**src/rtl/jpeg_pkg.sv**
```systemverilog
// jpeg_pkg: shared block geometry, token field widths and coefficient expander state encoding
package jpeg_pkg;
  localparam int BLK_LEN = 64;
  localparam int IDX_W = $clog2(BLK_LEN);
  localparam int TOKEN_RUN_W = 6;
  localparam int TOKEN_VAL_W = 8;
  localparam int MARKER_POS_W = 7;
  typedef enum logic [1:0] {IDLE, ZEROS, VALUE, FILL} state_t;
endpackage

```
**src/rtl/coef_run_expander.sv**
```systemverilog
// coef_run_expander: expands run/value tokens into indexed coefficients; optional err_overflow via COEF_EXP_ERR_EN
module coef_run_expander #(
  parameter int BLK_LEN = jpeg_pkg::BLK_LEN,
  parameter int DATA_W = jpeg_pkg::TOKEN_VAL_W,
  localparam int IDX_W = $clog2(BLK_LEN)
) (
  input  logic              clk,
  input  logic              rst,
  input  logic              in_valid,
  output logic              in_ready,
  input  logic [9:0]        in_size,
  input  logic [DATA_W-1:0] in_val,
  input  logic [6:0]        in_flag,
  output logic              out_valid,
  input  logic              out_ready,
  output logic [DATA_W-1:0] out_coef,
  output logic [IDX_W-1:0]  out_idx,
  output logic              out_last,
`ifdef COEF_EXP_ERR_EN
  output logic              err_overflow,
`endif
  output logic              marker_valid,
  output logic [6:0]        marker_pos
);
  import jpeg_pkg::*;
  state_t state, n_state;
  logic [6:0] zcnt, n_zcnt, z;
  logic [DATA_W-1:0] val, n_val, n_coef;
  logic [IDX_W-1:0] n_idx;
  logic [6:0] n_mpos;
  logic n_valid, n_mv, err, n_err, take, fire;
  assign take = in_valid & in_ready;
  assign fire = out_valid & out_ready;
  assign z = in_size[9:3] - 7'd1;
  assign out_last = out_idx == IDX_W'(BLK_LEN - 1);
`ifdef COEF_EXP_ERR_EN
  assign err_overflow = err;
`endif
  // next-state and next-beat decode; out_idx doubles as the block index counter
  always_comb begin
    n_state = state;
    n_zcnt = zcnt;
    n_val = val;
    n_valid = out_valid;
    n_coef = out_coef;
    n_idx = fire ? out_idx + 1'b1 : out_idx;
    n_mv = 1'b0;
    n_mpos = marker_pos;
    n_err = err;
    case (state)
      IDLE: if (take) begin
        if (in_size[9:3] == 7'd0) begin
          if (in_flag != 7'd0) begin
            n_mv = 1'b1;
            n_mpos = in_flag;
            n_idx = '0;
            n_err = err | (out_idx != '0);
          end else if (out_idx != '0) begin
            n_state = FILL;
            n_valid = 1'b1;
            n_coef = '0;
          end
        end else begin
          n_val = in_val;
          n_zcnt = z;
          n_valid = 1'b1;
          n_state = z == 7'd0 ? VALUE : ZEROS;
          n_coef = z == 7'd0 ? in_val : '0;
        end
      end
      ZEROS: if (fire) begin
        n_zcnt = zcnt - 7'd1;
        if (out_last) begin
          n_state = IDLE;
          n_valid = 1'b0;
          n_err = 1'b1;
        end else if (zcnt == 7'd1) begin
          n_state = VALUE;
          n_coef = val;
        end
      end
      VALUE: if (fire) begin
        n_state = IDLE;
        n_valid = 1'b0;
      end
      FILL: if (fire && out_last) begin
        n_state = IDLE;
        n_valid = 1'b0;
      end
      default: n_state = IDLE;
    endcase
  end
  // state and registered outputs; reset abandons any beat in flight
  always_ff @(posedge clk or posedge rst) begin
    if (rst) begin
      state <= IDLE;
      zcnt <= '0;
      val <= '0;
      in_ready <= 1'b1;
      out_valid <= 1'b0;
      out_coef <= '0;
      out_idx <= '0;
      marker_valid <= 1'b0;
      marker_pos <= '0;
      err <= 1'b0;
    end else begin
      state <= n_state;
      zcnt <= n_zcnt;
      val <= n_val;
      in_ready <= n_state == IDLE;
      out_valid <= n_valid;
      out_coef <= n_coef;
      out_idx <= n_idx;
      marker_valid <= n_mv;
      marker_pos <= n_mpos;
      err <= n_err;
    end
  end
endmodule

```
**config.mk**
```make
export PLATFORM = sky130hd
export DESIGN_NAME = coef_run_expander
export DESIGN_NICKNAME = d
export VERILOG_FILES = /design/src/rtl/jpeg_pkg.sv /design/src/rtl/coef_run_expander.sv
export SDC_FILE = /design/constraint.sdc
export NUM_CORES = 1
export LEC_CHECK = 0
export ABC_AREA = 0
export CAP_MARGIN = 20
export CORE_MARGIN = 2
export CORE_UTILIZATION = 40
export CTS_BUF_LIST = sky130_fd_sc_hd__clkbuf_4
export DETAILED_ROUTE_END_ITERATION = 8
export PLACE_DENSITY = 0.69
export SKIP_CTS_REPAIR_TIMING = 1
export SLEW_MARGIN = 5
export SYNTH_ARGS = -nofsm -noshare
export SYNTH_HDL_FRONTEND = slang
export SYNTH_SLANG_ARGS = --single-unit
```
**constraint.sdc**
```tcl
create_clock -name clk -period 4.8 [get_ports clk]
set_clock_uncertainty 0.2 [all_clocks]
set_input_delay 0.96 -clock clk [delete_from_list [all_inputs] [get_ports clk]]
set_output_delay 0.96 -clock clk [all_outputs]
set_load 0.005 [all_outputs]
```
Word-level counts from Yosys, hierarchy flattened
Index checks and enable logic that the tools add are counted.
Cells by class
  add/sub/neg operators: 3
  equality and inequality tests: 15
  multiplexer cells: 42
  bitwise operators: 3
  reduce and logical (&&, ||, !) cells: 13
Operator list (count)
  $mux 8: 8
  $mux 6: 5
  $mux 7: 3
  $mux 2: 10
  $ne 2x2->1 const B: 8
  $pmux 8 s2: 1
  $logic_not 7->1: 2
  $pmux 7 s2: 1
  $reduce_and 7->1: 2
  $sub 7x1->7 const B: 2
  $mux 1: 12
  $pmux 2 s4: 1
  $reduce_and 4->1: 2
  $eq 7x1->1 const B: 1
  $reduce_bool 7->1: 1
  $add 6x1->6 const B: 1
  $eq 6x6->1 const B: 1
  $ne 3x3->1 const B: 2
  $reduce_bool 6->1: 1
  $eq 2x2->1 const B: 2
  $logic_not 2->1: 2
  $pmux 1 s4: 1
  $reduce_and 3->1: 1
  $and 1x1->1: 2
  other kinds (4): 4
Storage, ports and cells
  bits in registers: 41

Logic depth before layout (Yosys ltp)
  depth in word-level cells: 7
  mapped depth: 8
  gate-level depth less buffers: 7

Least setup slack after synthesis
No wires, ideal clock.
  path type: input to register
  start point: input in_size[4]
  end point: register marker_pos[0]
  setup time: 0.125 ns
  data arrival time: 2.523 ns
  data required time: 4.475 ns
  setup slack: 1.953 ns
  stages: 7
  buffers on the path: 1
  path through: inv_1 ha_1 nor3b_2 nand2_1 nor3_2 buf_2 mux2_2
Between the ends
  longest elaborated chain between the ends: 2
Ends and longest elaborated chain
  start, declared: RTL line coef_run_expander.sv:11  | input logic [9:0] in_size,
  $logic_not 7->1: RTL line coef_run_expander.sv:52  | if (in_size[9:3] == 7'd0) begin
  $reduce_and 4->1 (no line)
  end signal, assigned: RTL line coef_run_expander.sv:115  | marker_pos <= n_mpos;
  end, declared: RTL line coef_run_expander.sv:23  | output logic [6:0] marker_pos
No other way between the ends.
A chain may end at the register's enable or synchronous reset.

Final worst setup path
  start point: input in_size[3]
  end point: register out_coef[5]
Between the ends
  longest elaborated chain between the ends: 6
Ends and longest elaborated chain
  $sub 7x1->7: RTL line coef_run_expander.sv:34  | assign z = in_size[9:3] - 7'd1;
  $logic_not 7->1: RTL line coef_run_expander.sv:68  | n_coef = z == 7'd0 ? in_val : '0;
  $mux 8: RTL line coef_run_expander.sv:68
  $mux 8: RTL line coef_run_expander.sv:52
  $mux 8: RTL line coef_run_expander.sv:51  | IDLE: if (take) begin
  $pmux 8 s2: RTL line coef_run_expander.sv:50  | case (state)
  end signal, assigned: RTL line coef_run_expander.sv:112  | out_coef <= n_coef;
  end, declared: RTL line coef_run_expander.sv:16  | output logic [DATA_W-1:0] out_coef,
Several ways; a longest one is shown, not always the timed one. The select of a mux whose other input is x is not followed.

==> results.ini <==
[worst_setup_path]
regToRegSetupSlack_ns=2.43
critPathLaunchType=input pin
crit_arrival_ns=3.48
reg2reg_depth=5
startpoint=in_size[3]
cp.required_ns=4.84
criticalPathCategory=input pin to flop
endpoint_kind=flop
crit_fanout=14
r2r_start=state[0]

[global_route]
grt.total_usage_pct=16.8
grt_pass1_vias=1840
overflow=0
grt_max_degree=42
antenna_found_initial=0
grt_pass1_wl_mm=8.59

[finish]
final-instance-count-excl-fill=354
final_area_mm2=0.00292
layout-drive-gt1-share_pct=16.0
nNetsFinal=316
diodes=0
syn2layout_area_growth_pct=28.1

[sta]
tightest_slew_ns=0.921
hold_slack_ns=0.319
fmax_mhz=291
rsz0062_at_grt=no
hold_viol=0
tns_ns=0
min_period_ns=3.44
final-setup-viol-count=0
max_slew_margin_pct=36.8
fin_crit_sh_pct=71.7
slew_viol_final=0

[floorplan]
boundaryPins=54
die_y_um=79.5
start_util_pct=41.4
die_x_um=79.5
coreArea_mm2=0.00551
die_area_mm2=0.00632
core.rowCount=27

[synthesis]
synthArstFlopShare_pct=100
synthFlopType=dfrtp_1
yosysWarnings=0
synthCells=229
synth_cell_types=47
avgSynthCellArea_um2=9.96
synth_top_area_share_pct=43.9
syn-cell-area_mm2=0.00228
seq_area_frac_synth_pct=45.0
synth.area.top_cells=dfrtp_1, mux2_2, nand2_1
yosysTopAreaCell=dfrtp_1
syn-num-nets=264
ys_seq_elements=41
synth_edf_count=0

[clock_tree]
numCtsBuffers=5
cts.reportedPaths.clkPinSlew_ns=0.12
cts_sinks=41
cts_max_path_buffers=2
clk_latency_ns=0.35
cts_tree=built
htreeDepth=2
cts_root_buf=clkbuf_4

[routing]
vias=1859
firstDrtPassIters=4
ant_nets=0
wl_per_cell_um=14.3
viasPerCell=5.25
drc=0
drt_wl_total_mm=5.07
drt_iter0_markers=107

[placement]
place_congestion=0.849
dp.cells=345
hpwlAfterDp_mm=3.72
port_buffers=50
placed_area_mm2=0.00286

[hold_path]
hold_path_class=flop to flop
holdPathStages=1
min-delay-start=out_coef[6]

[outcome]
status=finished, final reports clean

[pwr]
vdd.ir_drop.worst_mv=0.200
p_leak_nw=1.21
power_density_mw_per_mm2=471

[flow_run]
drv_cap=0

[worst max-delay path, cell delays in order]
cell	delay, ns
clkdlybuf4s50_1	0.54
inv_1	0.11
ha_1	0.23
nor3b_2	0.33
nand2_1	0.39
a211o_1	0.39
nand4_4	0.17
mux2_2	0.36
[report_power, final]
part	total [mW]	switching, mW	internal [mW]
clock network	0.179	0.116	0.0630
logic	0.619	0.307	0.312
registers	0.581	0.111	0.469
total	1.38	0.534	0.844
[logic make-up (layout without fill, tap and decap cells)]
group | after synthesis | in the layout | share of synthesized area (%)
buffers and inverters | 17 | 70 | 2.85
DFF | 41 | 41 | 45.0
and+or+nand+nor | 83 | 83 | 19.5
xor gates and xnor gates | 8 | 8 | 3.07
AOI/OAI and AO/OA | 49 | 49 | 14.0
adders and majority gates | 6 | 6 | 3.29
muxes | 25 | 25 | 12.2
[placed cells by master (no fill, tap or decap), types with 2 or more instances in the layout]
master / instances
clkdlybuf4s50_1: 50
dfrtp_1: 40
nand2_1: 29
mux2_2: 23
nor2_1: 16
o21ai_0: 14
nand3_1: 11
a21oi_1: 10
inv_1: 9
o31ai_1: 8
nor3_1: 7
ha_1: 6
clkbuf_4: 6
xor2_1: 5
a31oi_1: 4
nand4_1: 3
xnor2_1: 3
buf_4: 3
and2_1: 2
or2_2: 2
mux2i_1: 2
clkinvlp_4: 2
[registers in the layout, summed over array words and instances (netlist names)]
signal and flops:
state 2, val 8, out_valid 1, out_coef 8, marker_valid 1, marker_pos 7, zcnt 7, in_ready 1
out_idx 6
[final cells by class]
cell class	count	area (um2)
Fill cell	505	2580
Multi-Input combinational cell	171	1190
Sequential cell	41	1030
Timing Repair Buffer	53	523
Tap cell	72	90.1
Clock buffer	6	45.0
Inverter	9	33.8
Clock inverter	2	15.0
[per-layer routing]
layer	share of wire [%]	global-route usage [%]
met4	0.85	4.66
met1	48	23.2
met2	48	27.1
met5	0	0
met3	3.7	3.28
[stage by stage]
step / total power, mW / utilization [%] / setup slack, ns
floorplan: 0.968 / - / 1.95
global placement: 1.18 / 51.9 / 1.03
CTS: 1.38 / 52.9 / 1.37
finish: 1.38 / 53.1 / 1.36
global route: 1.49 / 53.1 / 1.19
detailed placement: 1.20 / 51.9 / 0.972
[worst paths after layout]
path	endpoint
max	out_coef[5]
min	out_coef[6]
max reg2reg	zcnt[2]
min reg2reg	out_coef[6]
max in group asynchronous	marker_pos[5]
min in group asynchronous	out_coef[1]
[cell usage after synthesis (2+ instances only)]
cell type	number
dfrtp_1	40
nand2_1	29
mux2_2	23
nor2_1	16
o21ai_0	14
nand3_1	11
a21oi_1	10
inv_1	9
o31ai_1	8
clkbuf_1	7
nor3_1	7
ha_1	6
xor2_1	5
a31oi_1	4
nand4_1	3
xnor2_1	3
and2_1	2
mux2i_1	2
or2_2	2
No activity file was read; power rests on OpenSTA's default activity.
